`src/rtl/mac_pkg.sv`:
```
// Shared types and encodings for the MAC array sequencer.
// Latency: n/a (declarations only).
// Backpressure: n/a.
package mac_pkg;

  // Sequencer states
  typedef enum logic [2:0] {
    S_IDLE       = 3'd0,
    S_LOAD       = 3'd1,
    S_LOAD_DRAIN = 3'd2,
    S_EXEC       = 3'd3,
    S_EXEC_DRAIN = 3'd4,
    S_DONE       = 3'd5
  } state_e;

  // Array instruction encodings: [1] = execute, [0] = load
  localparam logic [1:0] INST_IDLE = 2'b00;
  localparam logic [1:0] INST_LOAD = 2'b01;
  localparam logic [1:0] INST_EXEC = 2'b10;

endpackage

```
`src/rtl/mac_col_wr_cnt.sv`:
```
// Per-column count of returned output-valid pulses, saturating at the burst length.
// Latency: count updates 1 cycle after wr_i; err_o is combinational on the current pulse.
// Backpressure: none; every pulse is either counted or flagged.
module mac_col_wr_cnt #(
  parameter int LEN_W = 8
) (
  input  logic             clk,
  input  logic             reset,
  input  logic             clr_i,
  input  logic             active_i,
  input  logic             en_i,
  input  logic             wr_i,
  input  logic [LEN_W-1:0] len_i,
  output logic             at_len_o,
  output logic             err_o
);

  logic [LEN_W-1:0] cnt_q;

  assign at_len_o = (cnt_q == len_i);
  // A pulse is bad if the sequencer is idle, the column is masked off, or the count is already full
  assign err_o    = wr_i && (!active_i || !en_i || at_len_o);

  // Count accepted pulses; cleared when a new operation starts
  always_ff @(posedge clk or negedge reset) begin
    if (!reset) begin
      cnt_q <= '0;
    end else if (clr_i) begin
      cnt_q <= '0;
    end else if (active_i && en_i && wr_i && !at_len_o) begin
      cnt_q <= cnt_q + 1'b1;
    end
  end

endmodule

```
`src/rtl/mac_array_seq_ctrl.sv`:
```
// Sequencer issuing load/execute beats to a COL-wide MAC array and tracking returned results.
// Latency: outputs registered from next state; first beat on the cycle after start.
// Backpressure: ofifo_full=1 suppresses an execute beat on the following cycle without counting it.
module mac_array_seq_ctrl
  import mac_pkg::*;
#(
  parameter int COL   = 8,
  parameter int LEN_W = 8
) (
  input  logic             clk,
  input  logic             reset,
  input  logic             start,
  input  logic             mode,
  input  logic [LEN_W-1:0] len,
  input  logic [COL-1:0]   col_en,
  input  logic [COL-1:0]   fifo_wr,
  input  logic             ofifo_full,
  output logic [1:0]       inst,
  output logic [COL-1:0]   col_gate,
  output logic             busy,
  output logic             ld_done,
  output logic             exec_done,
  output logic             out_wr,
  output logic             err
);

  // One counter serves both beat issue (up to len) and drain (up to COL-1)
  localparam int CNT_W = (LEN_W > $clog2(COL) + 1) ? LEN_W : $clog2(COL) + 1;

  state_e           state_q, state_d;
  logic [CNT_W-1:0] cnt_q, cnt_d;
  logic             mode_q, mode_d;
  logic [LEN_W-1:0] len_q, len_d;
  logic [COL-1:0]   col_en_q, col_en_d;
  logic [1:0]       inst_q, inst_d;
  logic [COL-1:0]   col_gate_q;
  logic             busy_q, ld_done_q, exec_done_q, out_wr_q, err_q;
  logic             clr;
  logic             active;
  logic [COL-1:0]   at_len;
  logic [COL-1:0]   col_err;
  logic             all_done;
  logic [CNT_W-1:0] len_x;

  assign active   = (state_q != S_IDLE);
  assign len_x    = CNT_W'(len_q);
  assign all_done = &(at_len | ~col_en_q);

  for (genvar i = 0; i < COL; i++) begin : g_col
    mac_col_wr_cnt #(.LEN_W(LEN_W)) u_cnt (
      .clk      (clk),
      .reset    (reset),
      .clr_i    (clr),
      .active_i (active),
      .en_i     (col_en_q[i]),
      .wr_i     (fifo_wr[i]),
      .len_i    (len_q),
      .at_len_o (at_len[i]),
      .err_o    (col_err[i])
    );
  end

  // Next state, latches and the instruction for the coming cycle
  always_comb begin
    state_d  = state_q;
    cnt_d    = cnt_q;
    mode_d   = mode_q;
    len_d    = len_q;
    col_en_d = col_en_q;
    inst_d   = INST_IDLE;
    clr      = 1'b0;
    case (state_q)
      S_IDLE: begin
        if (start) begin
          mode_d   = mode;
          len_d    = len;
          col_en_d = col_en;
          clr      = 1'b1;
          cnt_d    = '0;
          if (mode) begin
            state_d = S_EXEC;
            if ((len != '0) && (col_en != '0) && !ofifo_full) begin
              inst_d = INST_EXEC;
              cnt_d  = CNT_W'(1);
            end
          end else begin
            state_d = S_LOAD;
            if (len != '0) begin
              inst_d = INST_LOAD;
              cnt_d  = CNT_W'(1);
            end
          end
        end
      end
      S_LOAD: begin
        if (len_q == '0) begin
          state_d = S_DONE;
        end else if (cnt_q == len_x) begin
          state_d = S_LOAD_DRAIN;
          cnt_d   = '0;
        end else begin
          inst_d = INST_LOAD;
          cnt_d  = cnt_q + 1'b1;
        end
      end
      S_LOAD_DRAIN: begin
        if (cnt_q == CNT_W'(COL - 1)) begin
          state_d = S_DONE;
        end else begin
          cnt_d = cnt_q + 1'b1;
        end
      end
      S_EXEC: begin
        if ((len_q == '0) || (col_en_q == '0)) begin
          state_d = S_DONE;
        end else if (cnt_q == len_x) begin
          state_d = S_EXEC_DRAIN;
          cnt_d   = '0;
        end else if (!ofifo_full) begin
          inst_d = INST_EXEC;
          cnt_d  = cnt_q + 1'b1;
        end
      end
      S_EXEC_DRAIN: begin
        if (all_done) state_d = S_DONE;
      end
      S_DONE:  state_d = S_IDLE;
      default: state_d = S_IDLE;
    endcase
  end

  // State, latches and registered outputs
  always_ff @(posedge clk or negedge reset) begin
    if (!reset) begin
      state_q     <= S_IDLE;
      cnt_q       <= '0;
      mode_q      <= 1'b0;
      len_q       <= '0;
      col_en_q    <= '0;
      inst_q      <= INST_IDLE;
      col_gate_q  <= '0;
      busy_q      <= 1'b0;
      ld_done_q   <= 1'b0;
      exec_done_q <= 1'b0;
      out_wr_q    <= 1'b0;
      err_q       <= 1'b0;
    end else begin
      state_q     <= state_d;
      cnt_q       <= cnt_d;
      mode_q      <= mode_d;
      len_q       <= len_d;
      col_en_q    <= col_en_d;
      inst_q      <= inst_d;
      col_gate_q  <= (state_d != S_IDLE) ? col_en_d : '0;
      busy_q      <= (state_d != S_IDLE);
      ld_done_q   <= (state_d == S_DONE) && !mode_d;
      exec_done_q <= (state_d == S_DONE) && mode_d;
      out_wr_q    <= active && (col_en_q != '0) && ((fifo_wr & col_en_q) == col_en_q);
      err_q       <= err_q | (|col_err);
    end
  end

  assign inst      = inst_q;
  assign col_gate  = col_gate_q;
  assign busy      = busy_q;
  assign ld_done   = ld_done_q;
  assign exec_done = exec_done_q;
  assign out_wr    = out_wr_q;
  assign err       = err_q;

endmodule
```
`config.mk`:
```
export PLATFORM = sky130hd
export DESIGN_NAME = mac_array_seq_ctrl
export DESIGN_NICKNAME = d
export VERILOG_FILES = /design/src/rtl/mac_pkg.sv /design/src/rtl/mac_col_wr_cnt.sv /design/src/rtl/mac_array_seq_ctrl.sv
export SDC_FILE = /design/constraint.sdc
export NUM_CORES = 1
export LEC_CHECK = 0
export ABC_AREA = 1
export BUFFER_PORTS_ARGS = -buffer_cell sky130_fd_sc_hd__buf_2
export CAP_MARGIN = 10
export CORE_MARGIN = 5
export CORE_UTILIZATION = 40
export CTS_BUF_LIST = sky130_fd_sc_hd__clkbuf_4
export CTS_CLUSTER_DIAMETER = 80
export DETAILED_ROUTE_END_ITERATION = 10
export GPL_TIMING_DRIVEN = 1
export PLACE_DENSITY = 0.68
export SYNTH_ARGS = -nofsm -noshare
export SYNTH_HDL_FRONTEND = slang
export SYNTH_SLANG_ARGS = --single-unit
export TNS_END_PERCENT = 5
```
`constraint.sdc`:
```
create_clock -name clk -period 1.6 [get_ports clk]
set_input_delay 0.32 -clock clk [delete_from_list [all_inputs] [get_ports clk]]
set_output_delay 0.32 -clock clk [all_outputs]
set_load 0.05 [all_outputs]
```
* Word level (Yosys, flattened, before mapping)
Cells that the tools add are included.
** Storage, ports and cells
- Output and inout port bits :: 15
- Word-level logic and storage cells :: 202
- Input bits :: 29
- Register bits after elaboration :: 107
** Operators by class
- Muxes and demuxes :: 53
- Reduce and logical (&&, ||, !) cells :: 95
- Add/sub/neg operators :: 9
- Bitwise logic cells :: 4
- Equality and inequality tests :: 21
** Operator list (count)
- $mux W8 :: 27
- $eq A8 B8 Y1 :: 10
- $add A8 B1 Y8 const B :: 9
- $logic_and A1 B1 Y1 :: 38
- $pmux W8 S4 :: 1
- $reduce_bool A8 Y1 :: 3
- $mux W3 :: 7
- $logic_not A1 Y1 :: 19
- $logic_or A1 B1 Y1 :: 17
- $logic_not A8 Y1 :: 2
- $reduce_bool A2 Y1 :: 8
- $pmux W3 S5 :: 1
- $mux W2 :: 7
- $mux W1 :: 9
- $and A8 B8 Y8 :: 1
- $eq A8 B3 Y1 const B :: 1
- $ne A2 B2 Y1 const B :: 4
- $not A8 Y8 :: 1
- $or A8 B8 Y8 :: 1
- $reduce_and A8 Y1 :: 1
- $reduce_or A8 Y1 :: 1
- $eq A3 B2 Y1 const B :: 2
- $eq A3 B3 Y1 const B :: 2
- $pmux W2 S3 :: 1
- other kinds (8) :: 9

* Logic depth before layout (Yosys ltp)
- Word-level depth :: 7
- Mapped depth :: 14
- Mapped depth without buffers :: 13

* Hierarchy
Synthesis repeated with hierarchy kept, for this count alone.
** Second synthesis, totals
- Cells, all modules :: 1143
- Area total of the unflattened synthesis :: 7728.7 um^2
** By module, submodules not included
- mac_col_wr_cnt :: area an instance 661.9 um^2, sequential area each 200.2 um^2, instances 8, cells each 102
- mac_array_seq_ctrl :: area an instance 2433.6 um^2, sequential area each 1076.0 um^2, instances 1, cells each 327

* Worst setup path after synthesis
Ideal clock, no wire load.
- Kind :: flip-flop to flip-flop
- Start :: reg cnt_q[0]
- End :: reg col_gate_q[0], in the netlist col_gate[0]
- Slack :: -0.023 ns
- Setup time :: 0.113 ns
- Arrival time :: 1.510 ns
- Stages on the path, launching flop included :: 11
- Required time :: 1.487 ns
- Clock period less this slack :: 1.623 ns
- Path buffers :: 0
- Cell sequence :: dfrtp_1 > ha_1 > nand2_1 > nor3_1 > a21oi_1 > nor2_1 > nand3_2 > nor2_4 > nand3_4 > nand2_1 > inv_1
** On the way
- Longest elaborated chain between the ends :: 6
- Elaborated cells between the ends (all ways) :: 10
- Classes of those cells :: eq/ne (2); mux (7); reduce/logical (1)
** RTL lines
- from (decl) :: line mac_array_seq_ctrl.sv:31 : logic [CNT_W-1:0] cnt_q, cnt_d;
- from (signal assigned) :: line mac_array_seq_ctrl.sv:149 : cnt_q <= cnt_d;
- $eq A8 B8 Y1 :: line mac_array_seq_ctrl.sv:98, mac_array_seq_ctrl.sv:116
- $mux W3, on equally long branches :: line mac_array_seq_ctrl.sv:116, mac_array_seq_ctrl.sv:98
- $mux W3, on equally long branches :: line mac_array_seq_ctrl.sv:114, mac_array_seq_ctrl.sv:96
- $pmux W3 S5 * :: line mac_array_seq_ctrl.sv:72 : case (state_q)
- via state_d[1] :: line mac_array_seq_ctrl.sv:30 : state_e state_q, state_d;
- $reduce_bool A3 Y1 * :: line mac_array_seq_ctrl.sv:154 : col_gate_q <= (state_d != S_IDLE) ? col_en_d : '0;
- $mux W8 * :: line mac_array_seq_ctrl.sv:154
- to (signal assigned) :: line mac_array_seq_ctrl.sv:154
- to (decl) :: line mac_array_seq_ctrl.sv:36 : logic [COL-1:0] col_gate_q;
Mark *: on every way through the listed nets, which the timed path passes. The rest lies on a longest branch.
A chain may end at the register's enable or synchronous reset.

* Final worst setup path
- Start :: reg len_q[1]
- End :: reg col_gate_q[2], in the netlist col_gate[2]
** On the way
- Longest elaborated chain between the ends :: 7
- Elaborated cells between the ends (all ways) :: 21
- Classes of those cells :: eq/ne (9); mux (7); bitwise (1); reduce/logical (4)
** RTL lines
- from (decl) :: line mac_array_seq_ctrl.sv:33 : logic [LEN_W-1:0] len_q, len_d;
- from (signal assigned) :: line mac_array_seq_ctrl.sv:151 : len_q <= len_d;
- $eq A8 B8 Y1 :: line mac_col_wr_cnt.sv:20 : assign at_len_o = (cnt_q == len_i);
- $or A8 B8 Y8 :: line mac_array_seq_ctrl.sv:47 : assign all_done = &(at_len | ~col_en_q);
- $reduce_and A8 Y1 :: line mac_array_seq_ctrl.sv:47
- $mux W3 :: line mac_array_seq_ctrl.sv:125 : if (all_done) state_d = S_DONE;
- $pmux W3 S5 * :: line mac_array_seq_ctrl.sv:72
- via state_d[1] :: line mac_array_seq_ctrl.sv:30
- $reduce_bool A3 Y1 * :: line mac_array_seq_ctrl.sv:154
- $mux W8 * :: line mac_array_seq_ctrl.sv:154
Marks and branches as above.

==> impl_summary.md <==
Route
The first routing iteration left about 440 violations. The first TritonRoute pass finished after 5 iterations. The detail-routed via count per cell is roughly 5.1. The number of design rule violations left after detail routing is 0. Summed over all layers, the routed wires come to 19.0 mm.

The routed layout has 6452 vias. After detailed routing, the average wire length per cell comes to 15.0 um. The detail route stage leaves a number of antenna-violating nets equal to 0.

Cells and area
In the layout the commonest cells are sky130_fd_sc_hd__nand2_1 (186), sky130_fd_sc_hd__buf_4 (111), sky130_fd_sc_hd__dfrtp_1 (101), sky130_fd_sc_hd__inv_1 (96), sky130_fd_sc_hd__nand3_1 (64). The repair_antennas step left the layout with diodes totalling 0. The layout cell share with drive strength beyond 1 is 29.9%.

The footprint of the flip-flops and latches is about 2700 um2. The most common library cell in the layout ignoring fill and taps is sky130_fd_sc_hd__nand2_1. The multi-input gate area in the final layout is 3890 um2. After filler insertion, the fill cell instance count of the layout stands at 1482.

Compared with the post-synthesis result, the final layout area differs by 30.1%. For this run, the post-layout net count is between 1000 and 1500. For this run, the share of the core covered by cells in the final layout is 53.3%.

GRT
The residual overflow from global routing is 0. In the global route stage, overall resource usage came out at 19.3%. The initial antenna violation count is 0. The via count of the first global-routing pass is between 6000 and 7000. The first-pass GRT wire length is 31.3 mm. Entering global routing, the biggest net connects 44 pins.

CTS
The clock sink total is 107. The CTS buffer count is 9. In this run the deepest clock path goes through 2 buffers. The TritonCTS clock tree is built. The H-tree was split into 3 levels. The clock transition time at the flip-flop clock pins of the worst setup and hold paths is 190 ps. The cell sitting at the root of the clock tree is a sky130_fd_sc_hd__clkbuf_4. The clock insertion delay at the later pin of the skew report is 520 ps.

Placed design
Once detailed placement completed, the half-perimeter wirelength came to ~14 mm. Prior to clock tree synthesis, the placed netlist has a worst setup slack of -320 ps. The final RePlAce weighted congestion is 0.901. The number of buffer cells added on primary ports is 43.

STA
Subtracting the final worst setup slack from the clock period gives 1870 ps. Setup repair after global routing could not meet its margin everywhere. The achievable frequency is 0.536 GHz. The final hold violation count is 0. The number of pins with negative max-slew slack in the final report is 0. After layout, the worst path uses 117% of the clock period.

The final critical-path setup slack is -265 ps. The sum of negative setup slack is -8690 ps. The clock tree skew after final layout is around 38 ps.

The max-slew headroom at the worst pin is 73.5%. The final-report setup violation count is 80. The measured slew at the worst slew-check pin is 398 ps.

Power
Internal power comes to 0.00862 W. Net switching is 47.3% of the power. The switching power total is around 0.0078 W. The total power of the final layout is around 0.016 W.

Power spread over the standard cell area amounts to roughly 1800 nW/um2. IR analysis of the VDD net gives a maximum drop of 0.773 mV. The relative contribution of the clock network to total power is 9.8%. The combinational fraction of design power is 63.2%. In this run the static leakage power is about 4.3 nW. The share of total power in sequential cells is 27.0%.

Critical path
The critical path capture point type is a flip-flop. The most repeated library cell on the critical path is sky130_fd_sc_hd__nor2_4. The launching element type of the critical path is a flip-flop.

The required time of the critical path is 2040 ps. The cell with the largest stage delay on the worst path is sky130_fd_sc_hd__dfrtp_2. The logic depth of the worst register-to-register path is 11. The worst setup path is of the reg2reg kind. The data arrival time of the worst path is approximately 2300 ps.

The largest single stage delay on the critical path is 530 ps. Walking the worst path, the cells encountered are buf_12 -> nor2_2 -> nand2_2 -> nor2_4 -> nor2_4 -> nand3_2 -> nand3_4 -> nor2_4 -> nand3_4 -> nand2_1 -> inv_1. Along the worst path, the maximum fanout reaches 6.

Die
The initial utilization of the core area, before any placement, comes to 41.0%. The core area is 16600 um2. The die outline width is 141 um. The vertical extent of the die is 141 um. In this run the core area contains 47 standard-cell rows.

The area enclosed by the die boundary is 19800 um2. The number of placed I/O pins is 44.

Synthesis
Among all flip-flop cells after synthesis, the most frequent one is sky130_fd_sc_hd__dfrtp_1. Sequential elements use approximately two fifths of the synthesized area. After synthesis, the mean cell area works out to 7.82 um2. The synthesized netlist contains 43 unique library cells.

The number of enable flip-flop cells after synthesis is 0. The register bit count reported by yosys is 107. Counting flops with an async set or reset pin after synthesis yields a share of 100%. The synthesized netlist occupies a cell area of between 6000 and 7000 um2. The synthesized instance count is 872. The Yosys step of the flow raised 0 warnings. The number of nets in the synthesized netlist is slightly above 900.

Run status
The checks that failed: setup timing. The run finished, with violations left.

Hold path
The worst hold path was traced through 3 stages. The path class of the tightest hold or removal check is in2reg.

Flow run
The max-cap check violation count is 0.
==> synth_stat cells (all sizes together) (20+ instances only) <==
library cell	n	share of area, %
nor3	32	2.5
nand2	215	13
xor2	39	5.0
buf	20	2.4
nor2	80	5.3
nand3	72	5.8
o21ai	75	6.1
inv	106	6.1
nand4	26	2.8
dfrtp	107	39
xnor2	52	6.7
==> cell type report <==
class	instances	share of cell area, %
Multi-Input combinational cell	636	43.9
Timing Repair Buffer	179	16.1
Inverter	107	4.77
Sequential cell	107	30.3
Clock inverter	7	1.10
Tap cell	220	3.10
Clock buffer	9	0.761
==> power by group through the flow <==
| stage | Clock [W] | Combinational (W) | Sequential [W] |
|---|---|---|---|
| 2_1_floorplan | 0 | 0.00539 | 0.00475 |
| 6_report | 0.00161 | 0.0104 | 0.00442 |
| 4_1_cts | 0.00164 | 0.00984 | 0.00439 |
| 3_3_place_gp | 0 | 0.00898 | 0.00440 |
| 3_5_place_dp | 0 | 0.00912 | 0.00442 |
| 5_1_grt | 0.00175 | 0.0113 | 0.00452 |
==> kinds of logic after synthesis <==
group,after synthesis,synth area share (%)
DFF,107,39.2
xor gates and xnor gates,91,11.7
and+or+nand+nor,435,30.3
adders and majority gates,9,1.65
AOI/OAI and AO/OA,100,8.45
buffers and inverters,130,8.69
==> what timing repair did <==
item / 4_1_cts / 5_1_grt
pin swaps: 6 / 15
resized for setup: 59 / 50
setup buffers: 7 / 2
hold buffers: 2 / 0
setup endpoints to repair: 87 / 102
gates cloned: 1 / 0
hold endpoints to repair: 25 / 0
==> critical path: cells and delay by family (launching register included) <==
kind / cells / cell delay, ps
simple gates: 9 / 1060
flops: 1 / 530
buf+inv: 2 / 220
==> routing by layer <==
metal,track usage (%),up-vias,wire (um)
met5,0,-,0
met1,25.2,3069,8220
met4,5.10,0,425
li1,-,3164,-
met3,4.71,44,1050
met2,32.3,175,9320
==> final timing paths <==
check,to,startpoint,slack [ps]
min reg2reg,mode_q,mode_q,560
min,col_en_q[5],col_en[5],50
max,col_gate[2],len_q[1],-270
max reg2reg,col_gate[2],len_q[1],-270
min in group asynchronous,inst[0],reset,240
max in group asynchronous,g_col[4].u_cnt.cnt_q[6],reset,740
==> registers in the layout, indices dropped and copies added, names as in the netlist <==
register           count
exec_done              1
state_q                3
busy                   1
inst                   2
err                    1
ld_done                1
cnt_q                  8
col_gate               8
g_col.u_cnt.cnt_q     64
len_q                  8
mode_q                 1
out_wr                 1
col_en_q               8
==> metrics by stage <==
step | hold slack [ps] | instances | instance area, um2
3_5_place_dp | 280 | 1237 | 8220
6_report | 49.7 | 1265 | 8870
5_1_grt | 4.01 | 1265 | 8870
2_1_floorplan | 24.4 | 872 | 6830
3_3_place_gp | 278 | 1237 | 8220
4_1_cts | 3.32 | 1263 | 8680
Note: power is estimated with default switching activity, not from simulation.
